### config.mk
export PLATFORM = sky130hd
export DESIGN_NAME = compc_seq
export DESIGN_NICKNAME = d
export VERILOG_FILES = /design/src/rtl/compc_seq.sv
export SDC_FILE = /design/constraint.sdc
export NUM_CORES = 1
export LEC_CHECK = 0
export ABC_CLOCK_PERIOD_IN_PS = 5200
export CORE_UTILIZATION = 34
export CTS_CLUSTER_SIZE = 10
export DETAILED_ROUTE_END_ITERATION = 8
export SKIP_LAST_GASP = 1
export SLEW_MARGIN = 5
export SYNTH_ARGS = -nofsm -noshare
export SYNTH_HDL_FRONTEND = slang
export SYNTH_SLANG_ARGS = --single-unit
export TNS_END_PERCENT = 100
### constraint.sdc
create_clock -name clk -period 5.2 [get_ports clk]
set_clock_uncertainty 0.1 [all_clocks]
set_input_delay 0.52 -clock clk [delete_from_list [all_inputs] [get_ports clk]]
set_output_delay 0.52 -clock clk [all_outputs]
set_load 0.02 [all_outputs]
### src/rtl/compc_seq.sv
// Sequential magnitude comparator: CHUNK bits per cycle, MSB chunk first, early exit.
// Define COMPC_SIGNED_EN to compare two's-complement operands instead of unsigned.
module compc_seq #(
  parameter int WIDTH = 8,
  parameter int CHUNK = 2
) (
  input  logic             clk,
  input  logic             rst,
  input  logic             start,
  input  logic [WIDTH-1:0] a,
  input  logic [WIDTH-1:0] b,
  output logic             busy,
  output logic             done,
  output logic             x,
  output logic             y,
  output logic             z
);

  localparam int NCHUNK = WIDTH / CHUNK;
  localparam int IDX_W  = (NCHUNK > 1) ? $clog2(NCHUNK) : 1;

`ifdef COMPC_SIGNED_EN
  // Flipping both sign bits maps two's-complement order onto unsigned order.
  localparam logic [WIDTH-1:0] MSB_MASK = WIDTH'(1) << (WIDTH - 1);
`else
  localparam logic [WIDTH-1:0] MSB_MASK = '0;
`endif

  typedef enum logic {IDLE, CMP} state_t;

  state_t           state;
  logic [IDX_W-1:0] idx;
  logic [WIDTH-1:0] op_a;
  logic [WIDTH-1:0] op_b;
  logic [CHUNK-1:0] chunk_a;
  logic [CHUNK-1:0] chunk_b;

  assign busy    = (state == CMP);
  assign chunk_a = op_a[idx*CHUNK +: CHUNK];
  assign chunk_b = op_b[idx*CHUNK +: CHUNK];

  // NOTE: all state in this block uses non-blocking assignments so every
  // register samples pre-edge values; blocking here would create ordering races.
  always_ff @(posedge clk) begin
    if (rst) begin
      state <= IDLE;
      idx   <= '0;
      // NOTE: operand registers are cleared too, so a reset leaves no stale
      // operand data visible in the datapath.
      op_a  <= '0;
      op_b  <= '0;
      done  <= 1'b0;
      x     <= 1'b0;
      y     <= 1'b0;
      z     <= 1'b0;
    end else begin
      done <= 1'b0;
      case (state)
        IDLE: begin
          if (start) begin
            op_a  <= a ^ MSB_MASK;
            op_b  <= b ^ MSB_MASK;
            idx   <= IDX_W'(NCHUNK - 1);
            state <= CMP;
          end
        end
        CMP: begin
          if (chunk_a > chunk_b) begin
            x     <= 1'b0;
            y     <= 1'b1;
            z     <= 1'b0;
            done  <= 1'b1;
            state <= IDLE;
          end else if (chunk_a < chunk_b) begin
            x     <= 1'b1;
            y     <= 1'b0;
            z     <= 1'b0;
            done  <= 1'b1;
            state <= IDLE;
          end else if (idx == '0) begin
            x     <= 1'b0;
            y     <= 1'b0;
            z     <= 1'b1;
            done  <= 1'b1;
            state <= IDLE;
          end else begin
            idx <= idx - 1'b1;
          end
        end
      endcase
    end
  end

endmodule

Word level (Yosys, flattened, before mapping)
Index checks and enable logic that the tools add are counted.
{ "totals": {"regBits": 23, "output_inout_bits": 5, "word_cells": 45} }
{ "classes": {"n_addsub": 1, "magnitude_cmp": 2, "n_eq_ne": 4, "n_shift": 2, "n_mux": 21, "n_bitwise": 1, "n_reduce_logical": 6} }
{ "ops": {"columns": ["cell", "n"], "rows": [
  ["variable part select 8 x 4 -> 2 bit", 2],
  ["2-to-1 mux 1 bit", 15],
  ["2-to-1 mux 2 bit", 4],
  ["inequality test 2 bit (second input constant)", 4],
  ["case mux 2 bit (2 select lines)", 1],
  ["AND reduction 2 bit", 2],
  ["AND reduction 4 bit", 1],
  ["nonzero test 3 bit", 1],
  ["greater-than comparator 2 bit", 1],
  ["logical NOT 2 bit", 1],
  ["less-than comparator 2 bit", 1],
  ["case mux 1 bit (2 select lines)", 1],
  ["OR reduction 2 bit", 1],
  ["subtractor 2 x 1 -> 2 bit (second input constant)", 1],
  ["inverter 1 bit", 1]
]} }

Depth between registers and ports, before layout
Gate-level depths: netlist (run 1).
{ "logic_depth": {"ltp_word": 5, "depth_mapped": 8} }

Least setup slack after synthesis (run 1)
No wires, ideal clock.
{ "synth_timing": {"path_type": "register -> register", "startpoint": "register idx[0]", "endpoint": "register y", "setup_ns": 0.122, "arrival_ns": 2.019, "slack_ns": 2.959, "stages_incl_launch_ff": 8, "n_path_buf": 2, "synth_period_minus_slack_ns": 2.241, "cell_sequence": "dfxtp_1 buf_2 mux4_2 ha_1 and2_4 buf_6 and3b_4 a311o_1"} }
{ "synth_between": {"elab_chain_cells": 4} }
{ "synth_rtl": {"columns": ["item", "line_no", "source"], "rows": [
  ["start, declared", "32", "logic [IDX_W-1:0] idx;"],
  ["start signal, assigned", "63", "idx <= IDX_W'(NCHUNK - 1);"],
  ["start signal, assigned", "87", "idx <= idx - 1'b1;"],
  ["variable part select 8 x 4 -> 2 bit (on tied branches)", "39, 40", null],
  ["greater-than comparator 2 bit / less-than comparator 2 bit (equally long branches)", "68, 74", null],
  ["nonzero test 3 bit (no source line) / 2-to-1 mux 1 bit (equally long branches)", null, null],
  ["AND reduction 2 bit (no source line) / 2-to-1 mux 1 bit (equally long branches)", null, null],
  ["end signal, assigned", "70", "y <= 1'b1;"],
  ["end signal, assigned", "76", "y <= 1'b0;"],
  ["end signal, assigned", "82", "y <= 1'b0;"],
  ["end, declared", "15", "output logic y,"]
]} }
Parallel ways exist; a longest one is shown, timed or not.
A chain may end at the register's enable or synchronous reset.

Final worst setup path (run 1)
Ends and elaborated chain as after synthesis.

==> results_dict.tcl, run 1 <==
set metrics [dict create \
    initialDrtViolationCount 21 \
    yosysWarnings 0 \
    fillCellCount 302 \
    gp_congestion 0.757 \
    hold_viol_final 0 \
    dr_total_vias 852 \
    cp_max_fo 7 \
    r2r_end "y$_SDFFE_PP0P_" \
    synth-xor-area-share 0 \
    synthDistinctLibCells 23 \
    grt_usage 0.133 \
    vdd_ir_drop_max_v 0.000157 \
    cp-startpoint "idx[0]$_SDFFE_PP0P_" \
    crit_chain "mux4_2 > ha_1 > nand2b_1 > and3b_4 > a311o_1" \
    post_cts_buffers 0 \
    slowest_stage "mux4_2" \
    final_util 0.451 \
    gr-usage-met1 0.172 \
    critPathCaptureType "flip-flop" \
    antenna_found_initial 0 \
    synth.avg_cell_area_sq_um 8.93 \
    min-delay-start "op_a[7]$_SDFFE_PP0P_" \
    initial_core_util 0.369 \
    synth_top_family_by_area "simple AND/OR/NAND/NOR gates" \
    syn-num-nets 140 \
    grtUsageMet2 0.219 \
    internal_power_uw 270 \
    max_slew_margin 0.192 \
    top_usage_layer "met2" \
    hpwlAfterDp_um 1440 \
    n_antenna_cell 0 \
    htreeDepth 1 \
    num_rows 19 \
    setup_ws_ps 2840 \
    cts_inserted_buffers 3 \
    routedWlPerCell_um 12.2 \
    syn_inst 118 \
    finalMaxSlewViolations 0 \
    start_kind "flip-flop" \
    p_comb_frac 0.248 \
    cts.clk_slew.worst_paths_ps 130 \
    mostFrequentLayoutCells "32 x nand2_1, 23 x dfxtp_1, 23 x clkdlybuf4s50_1" \
    dp_slack_ps 2650 \
    seq_area_frac_synth 0.437 \
    netlist_area_sq_mm 0.00105 \
    fin_nets 159 \
    r2r-start "idx[0]$_SDFFE_PP0P_" \
    p_sw_uw 110 \
    first_pass_iters 6 \
    rr_worst_depth 5 \
    power_density_mw_per_mm2 295 \
    synthAdderAreaFrac 0.0356 \
    hold_depth 2 \
    post-route-drc-count 1 \
    use_met3 0.0424 \
    synthMuxAreaShare 0.0855 \
    dpl.cell_count 163 \
    setup_violations 0 \
    crit_buf_inv 0 \
    die_area_sq_mm 0.00333 \
    grt-ovfl-total 0 \
    cts_tree "built" \
    maxCapViolCount 0 \
    grt_pass1_wl_um 3390 \
    crit_family "multiplexers" \
    synth-seq-cells 23 \
    crit_type "flip-flop to flip-flop" \
    avgViaCountPerCell 5.10 \
    yosys.area_share.simple 0.200 \
    postRouteAntennaNets 0 \
    synth_compound_area_frac 0.158 \
    final_common_cell "nand2_1" \
    hp-class "flip-flop to flip-flop" \
    sw_frac_of_total 0.290 \
    portBuffers 23 \
    critPathRequiredTime_ps 5310 \
    leakage_nw 0.472 \
    p_clk_frac 0.219 \
    drive_gt1_frac 0.0735 \
    whs_endpoint "op_a[7]$_SDFFE_PP0P_" \
    setup_tns_ps 0 \
    holdBufCountCts 0 \
    fmax_mhz 423 \
    clock_latency_ps 310 \
    period_share 0.455 \
    final_cells 167 \
    rsz0062_at_grt "false" \
    worstPathArrival_ps 2480 \
    syn_to_final_growth_pct 22.1 \
    outcome "complete, but fails checks" \
    power_frac_seq 0.532 \
    slowest_delay_ps 570 \
    worst_pin_slew_ps 1210 \
    grt_start_max_net_pins 25 \
    grt_pass1_vias 803 \
    fp.coreArea_sq_mm 0.00285 \
    drt_wl_total_um 2040 \
    die_h_um 57.7 \
    chipWidth_um 57.7 \
    cts_resized 0 \
    root_buffer "clkbuf_4" \
    min_period_ps 2360 \
    r2r_slack_ps 2840 \
    clock_sinks 23 \
    io_pins 24 \
    violations "design-rule violations" \
    cts_buffer_depth 2 \
]
## logic make-up after synthesis
kind of cell               count (synthesis)
and+or+nand+nor                           45
AOI/OAI and AO/OA                         27
DFF                                       23
buffers and inverters                     16
muxes                                      4
adders and majority gates                  3
## cell type report
cell class                 instances  area (sq um)  area share
clock buffer                       4          26.3      0.0204
inverter                           7          26.3      0.0204
multi-input combinational         79           504       0.392
sequential                        23           460       0.358
tap                               31          38.8      0.0302
timing repair buffer              23           230       0.179
## power groups by stage
stage / registers (mW) / logic [mW] / clock network, mW
4_1_cts: 0.202 / 0.0956 / 0.0861
5_1_grt: 0.204 / 0.104 / 0.0933
3_5_place_dp: 0.206 / 0.0951 / 0
3_3_place_gp: 0.206 / 0.0936 / 0
2_1_floorplan: 0.205 / 0.0712 / 0
6_report: 0.202 / 0.0943 / 0.0833
## worst max path at each step
stage / end / slack (ps) / depth (start not counted)
global route: y$_SDFFE_PP0P_ / 2730 / 5
global placement: idx[0]$_SDFFE_PP0P_ / 2670 / 4
floorplan: y$_SDFFE_PP0P_ / 2960 / 7
finish: y$_SDFFE_PP0P_ / 2840 / 5
detailed placement: idx[1]$_SDFFE_PP0P_ / 2650 / 4
CTS: y$_SDFFE_PP0P_ / 2830 / 5
## synthesized netlist by cell type
cell type	count	area, sq um
a2111oi_2	1	15.0
a21oi_1	20	100
a311o_1	1	10.0
a311oi_1	4	35.0
a31oi_1	1	6.26
and2_4	1	8.76
and3_1	1	6.26
and3b_4	1	12.5
buf_2	2	10.0
buf_4	3	22.5
buf_6	2	22.5
clkbuf_1	2	7.51
dfxtp_1	23	460
ha_1	3	37.5
inv_1	7	26.3
mux4_2	4	90.1
nand2_1	32	120
nand2b_1	2	12.5
nand3_1	1	5.00
nand4b_1	1	8.76
nor2b_1	3	18.8
nor3_1	2	10.0
or2b_1	1	7.51
## per-layer routing
metal / vias to the layer above / part of all wire
met5: - / 0
met4: 0 / 0.0078
met3: 2 / 0.052
met2: 19 / 0.46
met1: 393 / 0.48
li1: 438 / -
## metrics by stage
step	hold slack, ps	area (sq um)	total power, mW
detailed placement	346	1260	0.301
global route	387	1290	0.402
floorplan	333	1050	0.276
finish	360	1290	0.380
CTS	364	1290	0.384
global placement	341	1260	0.299
## sequential cells by signal, summed over array words and instances (netlist names)
signal,count
y,1
op_a,8
busy,1
op_b,8
done,1
z,1
idx,2
x,1
## tightest hold or removal path: cells and delay by family, from the launching register on
family | cells | cell delay [ps]
flops | 1 | 330
simple gates | 1 | 50
compound gates | 1 | 50
No activity file was read; power rests on OpenSTA's default activity.
==> run 2, diff against run 1 <==
--- a/config.mk
+++ b/config.mk
@@ -5,7 +5,7 @@
 export SDC_FILE = /design/constraint.sdc
 export NUM_CORES = 1
 export LEC_CHECK = 0
-export ABC_CLOCK_PERIOD_IN_PS = 5200
+export ABC_CLOCK_PERIOD_IN_PS = 2150
 export CORE_UTILIZATION = 34
 export CTS_CLUSTER_SIZE = 10
 export DETAILED_ROUTE_END_ITERATION = 8
==> constraint.sdc (replaced) <==
create_clock -name clk -period 2.15 [get_ports clk]
set_clock_uncertainty 0.1 [all_clocks]
set_input_delay 0.215 -clock clk [delete_from_list [all_inputs] [get_ports clk]]
set_output_delay 0.215 -clock clk [all_outputs]
set_load 0.02 [all_outputs]
==> run 2 against run 1 <==
  * The run still ends with design-rule violations left
  * Non-clock buffer count increased by 7
  * Worst hold slack worse by 26 ps
  * Via count is 3.5% higher
  * Worst setup slack got worse by 2800 ps
  * Die area stayed put
  * Highest routed layer unchanged
==> results_dict.tcl, run 2 (synthesis gave the netlist of run 1 again) <==
set metrics [dict create \
    grt_start_max_net_pins 18 \
    sw_frac_of_total 0.293 \
    hpwlAfterDp_um 1650 \
    gp_congestion 0.828 \
    initial_core_util 0.369 \
    grt_usage 0.147 \
    drt_wl_total_um 2250 \
    initialDrtViolationCount 18 \
    min_period_ps 2110 \
    setup_ws_ps 44.4 \
    setup_violations 0 \
    outcome "complete, but fails checks" \
    cts_buffer_depth 2 \
    post_cts_buffers 0 \
    dr_total_vias 882 \
    power_density_mw_per_mm2 691 \
    final_common_cell "nand2_1" \
    cts_tree "built" \
    r2r-start "idx[0]$_SDFFE_PP0P_" \
    cts.clk_slew.worst_paths_ps 130 \
    fmax_mhz 475 \
    cp_max_fo 5 \
    io_pins 24 \
    max_slew_margin 0.593 \
    cp-startpoint "idx[0]$_SDFFE_PP0P_" \
    holdBufCountCts 0 \
    portBuffers 23 \
    fin_nets 166 \
    leakage_nw 0.508 \
    r2r_slack_ps 40 \
    grt_pass1_wl_um 3730 \
    avgViaCountPerCell 5.07 \
    fillCellCount 300 \
    root_buffer "clkbuf_4" \
    critPathRequiredTime_ps 2300 \
    seq_area_sq_um 468 \
    cp-endpoint "y$_SDFFE_PP0P_" \
    first_pass_iters 6 \
    fp.coreArea_sq_mm 0.00285 \
    top_usage_layer "met2" \
    use_met3 0.0223 \
    n_antenna_cell 0 \
    grt-ovfl-total 0 \
    p_comb_frac 0.280 \
    grt_pass1_vias 845 \
    mostFrequentLayoutCells "32 x nand2_1, 23 x clkdlybuf4s50_1, 21 x dfxtp_1" \
    antenna_found_initial 0 \
    final_util 0.485 \
    clock_latency_ps 310 \
    period_share 0.979 \
    chipWidth_um 57.7 \
    cts_inserted_buffers 3 \
    start_kind "flip-flop" \
    finalMaxSlewViolations 0 \
    maxCapViolCount 0 \
    top_regs "op_a (8), op_b (8), idx (2)" \
    crit_type "flip-flop to flip-flop" \
    violations "design-rule violations" \
    die_area_sq_mm 0.00333 \
    post-route-drc-count 2 \
    drive_gt1_frac 0.154 \
    p_clk_frac 0.209 \
    internal_power_uw 675 \
    hold_viol_final 0 \
    gr-usage-met1 0.188 \
    postRouteAntennaNets 0 \
    rr_worst_depth 5 \
    critPathCaptureType "flip-flop" \
    worstPathArrival_ps 2260 \
    hp-class "input port to flip-flop" \
    clock_sinks 23 \
    dp_slack_ps -8.48 \
    grtUsageMet2 0.241 \
    routedWlPerCell_um 12.9 \
    vdd_ir_drop_max_v 0.000272 \
    power_frac_seq 0.511 \
    p_sw_uw 280 \
    num_rows 19 \
    htreeDepth 1 \
    worst_pin_slew_ps 611 \
    die_h_um 57.7 \
    syn_to_final_growth_pct 31.4 \
    r2r_end "y$_SDFFE_PP0P_" \
    multi_input_area_sq_um 542 \
]
-- run 2: cell types whose count changed in the layout (fill, tap and decap cells not counted) --
cell	previous run	this run
a2111oi_4	0	1
dfxtp_4	0	2
ha_4	0	2
a2111oi_2	1	0
inv_1	7	6
inv_2	0	1
ha_1	3	1
dfxtp_1	23	21
buf_4	0	7
-- run 2: cell type report --
cell class,count,area share
multi-input combinational,79,0.392
timing repair buffer,30,0.204
inverter,7,0.0190
sequential,23,0.338
tap,31,0.0280
clock buffer,4,0.0190
-- run 2: worst min path at each step --
stage | start | to | slack [ps] | cells past startpoint
after floorplan | rst | idx[0]$_SDFFE_PP0P_ | 180 | 1
after global placement | op_b[0]$_SDFFE_PP0P_ | op_b[0]$_SDFFE_PP0P_ | 350 | 2
after detailed placement | op_b[3]$_SDFFE_PP0P_ | op_b[3]$_SDFFE_PP0P_ | 350 | 2
after CTS | b[2] | op_b[2]$_SDFFE_PP0P_ | 320 | 3
after global routing | b[0] | op_b[0]$_SDFFE_PP0P_ | 320 | 3
final | a[2] | op_a[2]$_SDFFE_PP0P_ | 330 | 3
-- run 2: critical path, stage by stage (launching register included) --
cell and delay (ps):
dfxtp_4 400, mux4_2 530, ha_4 280, or2b_1 270, a2111oi_4 320, a311o_1 160
-- run 2: repair_timing --
item,in CTS,in global routing
gates resized for setup,1,2
endpoints found under the setup margin,1,2
pin swaps,2,0
-- run 2: metal layers --
metal	wire length (um)	vias up
met1	1060	405
met3	98	4
li1	-	452
met4	32	0
met2	1060	21
met5	0	-
-- run 2: power groups by stage --
| stage | sequential (mW) | clock, mW | combinational, mW |
|---|---|---|---|
| detailed placement | 0.498 | 0 | 0.258 |
| CTS | 0.489 | 0.210 | 0.260 |
| finish | 0.488 | 0.200 | 0.268 |
| floorplan | 0.497 | 0 | 0.183 |
| global placement | 0.497 | 0 | 0.253 |
| global route | 0.494 | 0.233 | 0.295 |
-- run 2: through the flow --
step / std cells / hold WS (ps) / cell area [sq um] / TNS [ps] / power [mW]
2_1_floorplan: 118 / 180 / 1090 / 0 / 0.680
3_3_place_gp: 170 / 349 / 1340 / 0 / 0.750
3_5_place_dp: 170 / 350 / 1340 / -8.48 / 0.756
4_1_cts: 174 / 323 / 1370 / 0 / 0.958
5_1_grt: 174 / 320 / 1380 / -47.0 / 1.02
6_report: 174 / 334 / 1380 / 0 / 0.956
